$ cat config.mk
export PLATFORM = sky130hd
export DESIGN_NAME = htu_req_arb
export DESIGN_NICKNAME = d
export VERILOG_FILES = /design/src/rtl/mpc_types_pkg.sv /design/src/rtl/htu_wbuf_freelist.sv /design/src/rtl/htu_req_arb.sv
export SDC_FILE = /design/constraint.sdc
export NUM_CORES = 1
export LEC_CHECK = 0
export BUFFER_PORTS_ARGS = -buffer_cell sky130_fd_sc_hd__buf_2
export CAP_MARGIN = 30
export CORE_MARGIN = 5
export CORE_UTILIZATION = 25
export CTS_CLUSTER_SIZE = 30
export DETAILED_ROUTE_END_ITERATION = 12
export PLACE_DENSITY = 0.54
export RECOVER_POWER = 25
export SKIP_LAST_GASP = 1
export SYNTH_ARGS = -nofsm -noshare
export SYNTH_HDL_FRONTEND = slang
export SYNTH_SLANG_ARGS = --single-unit
$ cat constraint.sdc
create_clock -name clk -period 6.8 [get_ports clk]
set_input_delay 1.36 -clock clk [delete_from_list [all_inputs] [get_ports clk]]
set_output_delay 1.36 -clock clk [all_outputs]
set_load 0.05 [all_outputs]
$ cat src/rtl/mpc_types_pkg.sv
// Shared request-op encodings and write-buffer id type used by the HTU front end.
// Ops that are neither loads nor stores still need a free wbuf entry to be eligible.
package mpc_types_pkg;

   localparam int WbufNumDef   = 8;
   localparam int WbufWidthDef = $clog2(WbufNumDef);

   typedef logic [WbufWidthDef-1:0] wbuf_id_t;

   typedef enum logic [2:0] {
      OP_LD    = 3'd0,
      OP_ST    = 3'd1,
      OP_LR    = 3'd2,
      OP_SC    = 3'd3,
      OP_PF    = 3'd4,
      OP_FLUSH = 3'd5
   } op_e;

   function automatic logic is_load(input logic [2:0] op);
      return (op == OP_LD) || (op == OP_LR) || (op == OP_PF);
   endfunction

   function automatic logic is_store(input logic [2:0] op);
      return (op == OP_ST) || (op == OP_SC);
   endfunction

endpackage

$ cat src/rtl/htu_wbuf_freelist.sv
// Write-buffer free list: bitmap of free ids, lowest-free finder and a free counter.
// Allocation reads the registered bitmap, so an id freed this cycle is handed out next cycle at the earliest.
module htu_wbuf_freelist #(
   parameter int WbufNum   = 8,
   parameter int WbufWidth = $clog2(WbufNum)
) (
   input  logic                 clk,
   input  logic                 rst,
   input  logic                 alloc_req,
   output logic [WbufWidth-1:0] alloc_id,
   output logic                 empty,
   input  logic                 free_valid,
   input  logic [WbufWidth-1:0] free_id,
   output logic [WbufWidth:0]   cnt
);

   logic [WbufNum-1:0] bitmap_q;
   logic [WbufNum-1:0] bitmap_d;
   logic [WbufWidth:0] cnt_q;
   logic               do_alloc;
   logic               do_free;
   logic               double_free;

   // Scan high to low so the last hit is the lowest set bit.
   always_comb begin
      alloc_id = '0;
      for (int i = WbufNum - 1; i >= 0; i--) begin
         if (bitmap_q[i]) alloc_id = WbufWidth'(i);
      end
   end

   assign empty       = ~|bitmap_q;
   assign do_alloc    = alloc_req & ~empty;
   assign double_free = free_valid & bitmap_q[free_id];
   assign do_free     = free_valid & ~bitmap_q[free_id];

   always_comb begin
      bitmap_d = bitmap_q;
      if (do_alloc) bitmap_d[alloc_id] = 1'b0;
      if (do_free)  bitmap_d[free_id]  = 1'b1;
   end

   always_ff @(posedge clk) begin
      if (rst) begin
         bitmap_q <= '1;
         cnt_q    <= (WbufWidth + 1)'(WbufNum);
      end else begin
         bitmap_q <= bitmap_d;
         case ({do_free, do_alloc})
            2'b10:   cnt_q <= cnt_q + 1'b1;
            2'b01:   cnt_q <= cnt_q - 1'b1;
            default: cnt_q <= cnt_q;
         endcase
         assert (!double_free)
            else $error("htu_wbuf_freelist: double free of wbuf id %0d", free_id);
      end
   end

   assign cnt = cnt_q;

endmodule

$ cat src/rtl/htu_req_arb.sv
// Round-robin request arbiter feeding the HTU tag pipeline; grants allocate a wbuf id for stores.
// valid/ready: a transfer happens on any edge where both valid and ready are high; valid never depends on ready.
module htu_req_arb
   import mpc_types_pkg::*;
#(
   parameter int NumCh     = 3,
   parameter int WbufNum   = 8,
   parameter int WbufWidth = $clog2(WbufNum),
   parameter int AddrWidth = 32
) (
   input  logic                                clk,
   input  logic                                rst,
   input  logic [NumCh-1:0]                    ch_req_valid,
   output logic [NumCh-1:0]                    ch_req_ready,
   input  logic [NumCh-1:0][2:0]               ch_req_op,
   input  logic [NumCh-1:0][AddrWidth-1:0]     ch_req_addr,
   output logic                                d_bank_req_valid,
   input  logic                                d_bank_req_ready,
   output logic [2:0]                          d_bank_req_op,
   output logic [AddrWidth-1:0]                d_bank_req_addr,
   output logic [NumCh-1:0]                    d_bank_req_channel_1hot_id,
   output logic [WbufWidth-1:0]                d_bank_req_wbuf_id,
   input  logic                                wbuf_free_valid,
   input  logic [WbufWidth-1:0]                wbuf_free_id,
   output logic [WbufWidth:0]                  wbuf_free_cnt
);

   localparam int PtrW = (NumCh > 1) ? $clog2(NumCh) : 1;

   logic [PtrW-1:0]      ptr_q;
   logic [NumCh-1:0]     eligible;
   logic [NumCh-1:0]     grant;
   logic [PtrW-1:0]      grant_idx;
   logic                 load_en;
   logic                 fire;
   logic [2:0]           sel_op;
   logic [AddrWidth-1:0] sel_addr;
   logic                 sel_store;
   logic                 alloc_req;
   logic [WbufWidth-1:0] alloc_id;
   logic                 wbuf_empty;

   assign load_en = ~d_bank_req_valid | d_bank_req_ready;

   always_comb begin
      eligible = '0;
      for (int i = 0; i < NumCh; i++) begin
         eligible[i] = ch_req_valid[i] & (is_load(ch_req_op[i]) | ~wbuf_empty);
      end
   end

   // First eligible channel at or after the pointer, wrapping modulo NumCh.
   always_comb begin
      int idx;
      grant     = '0;
      grant_idx = '0;
      idx       = 0;
      for (int k = 0; k < NumCh; k++) begin
         idx = int'(ptr_q) + k;
         if (idx >= NumCh) idx = idx - NumCh;
         if ((grant == '0) && eligible[idx]) begin
            grant[idx] = 1'b1;
            grant_idx  = PtrW'(idx);
         end
      end
   end

   assign fire         = ~rst & load_en & (|grant);
   assign ch_req_ready = fire ? grant : '0;

   assign sel_op    = ch_req_op[grant_idx];
   assign sel_addr  = ch_req_addr[grant_idx];
   assign sel_store = is_store(sel_op);
   assign alloc_req = fire & sel_store;

   htu_wbuf_freelist #(
      .WbufNum   (WbufNum),
      .WbufWidth (WbufWidth)
   ) u_freelist (
      .clk        (clk),
      .rst        (rst),
      .alloc_req  (alloc_req),
      .alloc_id   (alloc_id),
      .empty      (wbuf_empty),
      .free_valid (wbuf_free_valid),
      .free_id    (wbuf_free_id),
      .cnt        (wbuf_free_cnt)
   );

   always_ff @(posedge clk) begin
      if (rst) begin
         ptr_q <= '0;
      end else if (fire) begin
         ptr_q <= (grant_idx == PtrW'(NumCh - 1)) ? '0 : grant_idx + 1'b1;
      end
   end

   always_ff @(posedge clk) begin
      if (rst) begin
         d_bank_req_valid           <= 1'b0;
         d_bank_req_op              <= '0;
         d_bank_req_addr            <= '0;
         d_bank_req_channel_1hot_id <= '0;
         d_bank_req_wbuf_id         <= '0;
      end else if (load_en) begin
         d_bank_req_valid <= fire;
         if (fire) begin
            d_bank_req_op              <= sel_op;
            d_bank_req_addr            <= sel_addr;
            d_bank_req_channel_1hot_id <= grant;
            d_bank_req_wbuf_id         <= sel_store ? alloc_id : '0;
         end
      end
   end

endmodule
Word-level counts from Yosys, hierarchy flattened
Cells that the tools add are included.

Add/sub/neg operators: 8. Magnitude comparators: 14. Eq/ne operators: 11. Mux-type cells: 48. Bitwise gates (word level): 20. Reductions and logical operators: 23.

Operator list (number): 32-bit two-way mux (4); 32-bit by 1-bit >= comparator with 1-bit output (second input constant) (3); 32-bit by 4-bit < comparator with 1-bit output (second input constant) (3); 32-bit binary-select mux with 2-bit select (1); 3-bit two-way mux (14); 8-bit two-way mux (2); 3-bit logical NOT (5); 3-bit by 2-bit == test with 1-bit output (second input constant) (4); 1-bit two-way mux (12); 3-bit == test (second input constant) (3); 1-bit AND (8); 8-bit AND (1); 3-bit by 4-bit < comparator with 1-bit output (second input constant) (2); 2-bit two-way mux (4); 8-bit NOT (1); 8-bit bitwise OR (1); 4-bit case mux with 2 select lines (1); 8-bit OR reduction (1); 3-bit by 2-bit subtractor with 4-bit output (second input constant) (2); 1-bit logical AND (7); 1-bit logical OR (7); 1-bit binary-select mux with 2-bit select (3); 3-bit binary-select mux with 2-bit select (1); 1-bit demux with 2-bit select (3); other kinds (21) (31).

Bits in registers: 56. Output and inout bits: 49. Logic and storage cells: 132.

Depth between registers and ports, before layout
Depth after elaboration: 24. Gate-level depth with buffers: 18. Depth with buffers taken out: 16.

Hierarchy
From an unflattened synthesis, not the netlist that was laid out.

Cell total of the unflattened synthesis: 409. Area, all modules: 3385.7 um^2.

By module, submodules not included: htu_req_arb (instances 1, cells each 313, area an instance 2578.7 um^2, seq. area each 880.8 um^2); htu_wbuf_freelist (instances 1, cells each 96, area an instance 807.0 um^2, seq. area each 240.2 um^2).

Worst setup path before layout
Ideal clock, no wire load.

Path kind: input -> output. Start point: input port ch_req_op[8] (netlist name). End point: output port ch_req_ready[2]. Arrival: 3905 ps. Slack: 1535 ps. Stages on the path: 10. Path buffers: 3. Cells stage by stage: a21oi_1 -> nor3_1 -> or4_4 -> and3_1 -> o211ai_1 -> and2_1 -> clkbuf_1 -> clkbuf_1 -> clkbuf_1 -> and2_1.

Longest elaborated chain between the ends: 18.

Ends and longest elaborated chain: from (decl) (line htu_req_arb.sv:15) `input logic [NumCh-1:0][2:0] ch_req_op,`; 3-bit by 2-bit == test with 1-bit output or 3-bit logical NOT (tied branches) (line mpc_types_pkg.sv:20) `return (op == OP_LD) || (op == OP_LR) || (op == OP_PF);`; 1-bit logical OR (line mpc_types_pkg.sv:20); 1-bit logical OR (*) (line mpc_types_pkg.sv:20); 1-bit bitwise OR (*) (line htu_req_arb.sv:48) `eligible[i] = ch_req_valid[i] & (is_load(ch_req_op[i]) | ~wbuf_empty);`; 1-bit AND (*) (line htu_req_arb.sv:48); 1-bit binary-select mux with 2-bit select (line htu_req_arb.sv:61) `if ((grant == '0) && eligible[idx]) begin`; 1-bit two-way mux (implied by the code) (2 in series) (line htu_req_arb.sv:61); 3-bit two-way mux (line htu_req_arb.sv:61); 3-bit logical NOT (line htu_req_arb.sv:61); 1-bit logical AND (line htu_req_arb.sv:61); 3-bit two-way mux (line htu_req_arb.sv:61); 3-bit logical NOT (line htu_req_arb.sv:61); 1-bit logical AND (line htu_req_arb.sv:61); 3-bit two-way mux (*) (line htu_req_arb.sv:61); 3-bit OR reduction (line htu_req_arb.sv:68) `assign fire = ~rst & load_en & (|grant);`; 1-bit AND (line htu_req_arb.sv:68); 3-bit two-way mux (*) (line htu_req_arb.sv:69) `assign ch_req_ready = fire ? grant : '0;`; to (decl) (line htu_req_arb.sv:14) `output logic [NumCh-1:0] ch_req_ready,`.

Mark *: on every way between the ends. The rest lies on a longest branch, timed or not. The select of a mux whose other input is x is not followed.

Worst setup path in the final report
Start point: input port ch_req_op[8] (netlist name). End point: register u_freelist.cnt_q[2] (netlist: u_freelist.cnt[2]).

Longest elaborated chain between the ends: 23.

Ends and longest elaborated chain: 3-bit by 2-bit == test with 1-bit output or 3-bit logical NOT (tied branches) (line mpc_types_pkg.sv:20); 1-bit logical OR (2 in series) (line mpc_types_pkg.sv:20); 1-bit bitwise OR (line htu_req_arb.sv:48); 1-bit AND (line htu_req_arb.sv:48); 1-bit binary-select mux with 2-bit select (line htu_req_arb.sv:61); 1-bit two-way mux (implied by the code) (2 in series) (line htu_req_arb.sv:61); 3-bit two-way mux (line htu_req_arb.sv:61); 3-bit logical NOT (line htu_req_arb.sv:61); (+5 left out); 3-bit binary-select mux with 2-bit select (line htu_req_arb.sv:71) `assign sel_op = ch_req_op[grant_idx];`; 3-bit two-way mux (implied by the code) (line htu_req_arb.sv:71); 3-bit by 1-bit == test with 1-bit output or 3-bit by 2-bit == test with 1-bit output (tied branches) (line mpc_types_pkg.sv:24) `return (op == OP_ST) || (op == OP_SC);`; 1-bit logical OR (line mpc_types_pkg.sv:24); 1-bit AND (*) (line htu_req_arb.sv:74) `assign alloc_req = fire & sel_store;`; 1-bit AND (*) (line htu_wbuf_freelist.sv:33) `assign do_alloc = alloc_req & ~empty;`; 2-bit by 1-bit == test with 1-bit output or 2-bit == test (tied branches) (line htu_wbuf_freelist.sv:49) `case ({do_free, do_alloc})`; 4-bit case mux with 2 select lines or 2-bit nonzero test (tied branches); to (signal assigned) (line htu_wbuf_freelist.sv:50) `2'b10: cnt_q <= cnt_q + 1'b1;`; to (signal assigned) (line htu_wbuf_freelist.sv:51) `2'b01: cnt_q <= cnt_q - 1'b1;`; to (signal assigned) (line htu_wbuf_freelist.sv:52) `default: cnt_q <= cnt_q;`; to (decl) (line htu_wbuf_freelist.sv:19) `logic [WbufWidth:0] cnt_q;`.

Marked as above. A chain may end at the register's enable or synchronous reset.

==> reports/metrics.yaml <==
detailed_routing:
  highest_layer: "met5"
  wl_per_cell_microns: 14.7
  met2_length_mm: 5.21
  drt-total-wl_mm: 11.2
  via_count: 3702
  met1_length_mm: 4.68
  dr.pass1.iters: 4
  remaining_drc_errors: 0
  wl_met3_microns: 974
  dr.first_iter.drc_count: 105
  via_per_inst: 4.86
  ant_nets: 0
clock_tree:
  clk_latency_ns: 0.30
  clk_pin_slew_ns: 0.08
  ctsHtreeMaxLevel: 2
  clkSinkCount: 56
  cts_buffers: 5
  hold_buffers: 0
  cts_resized: 0
  cts_root_buffer: "clkbuf_16"
  cts_tree: "yes"
  post_cts_buffers: 0
  clk_path_buf_depth: 2
setup_path:
  cp-start-kind: "input pin"
  crit_slowest_cell: "a311oi_4"
  cpMostUsedCell: "a21oi_1"
  path_max_fanout: 70
  cp.arrival_ns: 5.44
  cp_cell_sequence: "buf_2 -> a21oi_1 -> o31ai_2 -> nand3_1 -> a31oi_1 -> o21bai_4 -> buf_4 -> nand3b_1 -> a311oi_4 -> ha_1 -> xor2_1 -> ha_1 -> a21oi_1 -> xor2_1 -> or3_1 -> a21oi_1"
  r2r-start: "u_freelist.bitmap_q[4]"
  crit_required_ns: 7.04
  reg2reg_depth: 15
  r2r-end: "u_freelist.cnt[2]"
  cpPeakStageDelay_ns: 0.67
  cp_num_buf_inv: 2
  crit_family: "compound AO/OA/AOI/OAI gates"
  rrSetupSlack_ns: 1.65
  worst-setup-path-type: "input pin to register"
  end_kind: "register"
layout:
  final_common_cell: "buf_2"
  fill_cells: 1504
  antenna_cells: 0
  stdcell_area_sq_um: 4710
  drive_gt1_share_pct: 28.6
  fin_nets: 698
  synthToLayoutAreaGrowth_pct: 30.3
  layout_common_cells: "137 x buf_2, 56 x dfxtp_1, 46 x nand2_1"
global_routing:
  grt_pass1_vias: 3624
  grt_remaining_overflow: 0
  grt_usage_pct: 13.0
  grt_max_degree: 76
  grt_pass1_wl_mm: 17.7
  antenna_found_initial: 1
place:
  place_hpwl_mm: 8.67
  place_area_sq_um: 4580
  portBuffers: 163
  pre_cts_ws_ns: 1.30
  routabilityCongestion: 0.904
floorplan:
  floorplan.initialDensity_pct: 25.2
  pin_count: 164
  die-area_sq_um: 17000
  die_y_microns: 130
  die_w_microns: 130
  coreArea_sq_um: 14400
  rows: 44
power:
  p_int_mw: 1.07
  switchingPower_mw: 1.08
  finalPower_mw: 2.15
  peakVddDrop_mv: 0.163
  clkPwrFrac_pct: 14.1
  p_leak_nw: 2.17
  seq_power_share_pct: 22.2
  comb_power_share_pct: 63.7
  p_sw_share_pct: 50.3
  powerDensity_nw_per_um2: 456
sta:
  fin_setup_tns_ns: 0
  fin_skew_ns: 0.00951
  setup_viol: 0
  rsz0062_at_grt: "no"
  hold-worst-slack_ns: 0.462
  fmax_ghz: 0.192
  max_slew_margin_pct: 50.3
  finalHoldViolCount: 0
  finalCritPeriodShare_pct: 76.4
  worst_slew_pin_slew_ns: 0.746
  finalMaxSlewViolations: 0
  fin_ws_ns: 1.60
  period_needed_ns: 5.20
logic_synthesis:
  ys_seq_elements: 56
  synth_cells: 436
  ys.flop_type: "dfxtp_1"
  synth-edff-count: 0
  synthArstFlopShare_pct: 0
  syn_area_sq_um: 3610
  avgSynthCellArea_sq_um: 8.29
  ys_warn_count: 0
  synth.distinct_cells: 58
  synth_fp_nets: 558
  yosysSeqAreaShare_pct: 31.0
worst_hold_path:
  holdPathEnd: "d_bank_req_channel_1hot_id[0]"
  min_path_type: "register to register"
  hold_path_depth: 1
  min-delay-start: "d_bank_req_channel_1hot_id[0]"
job:
  drv_cap: 0
run_status:
  status: "completed"
==> how the worst max path moves through the flow <==
stage / startpoint / endpoint / slack, ns / depth (start not counted)
finish: ch_req_op[8] / u_freelist.cnt[2] / 1.60 / 16
global route: ch_req_op[8] / u_freelist.cnt[2] / 1.31 / 16
CTS: ch_req_op[8] / u_freelist.cnt[2] / 1.61 / 16
detailed placement: ch_req_op[8] / u_freelist.cnt[2] / 1.30 / 16
global placement: ch_req_op[8] / u_freelist.cnt[2] / 1.43 / 16
floorplan: ch_req_op[8] / ch_req_ready[2] / 1.53 / 10
==> sequential cells by signal, summed over array words and instances (netlist names) <==
| register | cells |
|---|---|
| d_bank_req_wbuf_id | 3 |
| d_bank_req_channel_1hot_id | 3 |
| d_bank_req_addr | 32 |
| u_freelist.bitmap_q | 8 |
| d_bank_req_valid | 1 |
| ptr_q | 2 |
| d_bank_req_op | 3 |
| u_freelist.cnt | 4 |
==> layout make-up <==
class	instances	area [sq um]	area share, %
Tap cell	184	230	4.89
Clock buffer	6	129	2.74
Clock inverter	2	38.8	0.823
Sequential cell	56	1120	23.8
Timing Repair Buffer	167	838	17.8
Multi-Input combinational cell	336	2320	49.2
Inverter	10	37.5	0.797
==> power groups by stage <==
stage	Combinational, mW	Sequential [mW]	Clock, mW
floorplan	0.805	0.766	0
global placement	1.36	0.482	0
detailed placement	1.40	0.484	0
global route	1.50	0.491	0.328
finish	1.37	0.477	0.303
CTS	1.40	0.478	0.316
==> worst reg2reg max path, cell delays in order (launching register included) <==
cell and delay, ns:
dfxtp_1 0.36, or4_1 0.78, o31ai_2 0.50, nand3_1 0.14
a31oi_1 0.37, o21bai_4 0.20, buf_4 0.48, nand3b_1 0.22
a311oi_4 0.67, ha_1 0.38, xor2_1 0.18, ha_1 0.17
a21oi_1 0.05, xor2_1 0.16, or3_1 0.31, a21oi_1 0.14
==> synthesized netlist by cell type, types with 4 or more instances <==
cell / number / area share, %
nand3b_1: 4 / 0.83
a221o_1: 4 / 1.1
and2_1: 4 / 0.69
nor2_1: 27 / 2.8
nand2b_1: 5 / 0.87
nand3_1: 7 / 0.97
clkbuf_1: 26 / 2.7
a21oi_1: 10 / 1.4
nor3_1: 9 / 1.2
inv_1: 10 / 1.0
o31ai_1: 5 / 1.0
a31oi_1: 5 / 0.87
buf_2: 5 / 0.69
nand2_1: 46 / 4.8
nor3b_1: 34 / 7.1
dfxtp_1: 56 / 31
a21o_1: 35 / 7.3
o21ai_0: 43 / 6.0
ha_1: 7 / 2.4
mux2i_1: 35 / 9.7
==> stage by stage <==
step           util (%)  instances
5_1_grt            32.8        761
3_5_place_dp       31.8        753
6_report           32.8        761
4_1_cts            33.0        761
3_3_place_gp       31.6        751
2_1_floorplan         -        436
==> layer usage <==
layer  track usage, %  up-vias
met1             16.1     1656
met3             4.63       22
met5                0        -
met2             20.8      154
li1                 -     1868
met4             4.83        2
==> kinds of logic (layout without fill, tap and decap cells) <==
family / after synthesis / in the layout / share of synthesized area [%]
AO/OA/AOI/OAI: 134 / 134 / 26.3
XOR/XNOR: 4 / 4 / 0.969
adder cells (fa/ha/maj): 7 / 7 / 2.42
buffers and inverters: 44 / 185 / 5.16
flip-flops: 56 / 56 / 31.0
multiplexers: 37 / 37 / 10.9
AND/OR/NAND/NOR: 154 / 154 / 23.2
(Power assumes the default switching activity.)
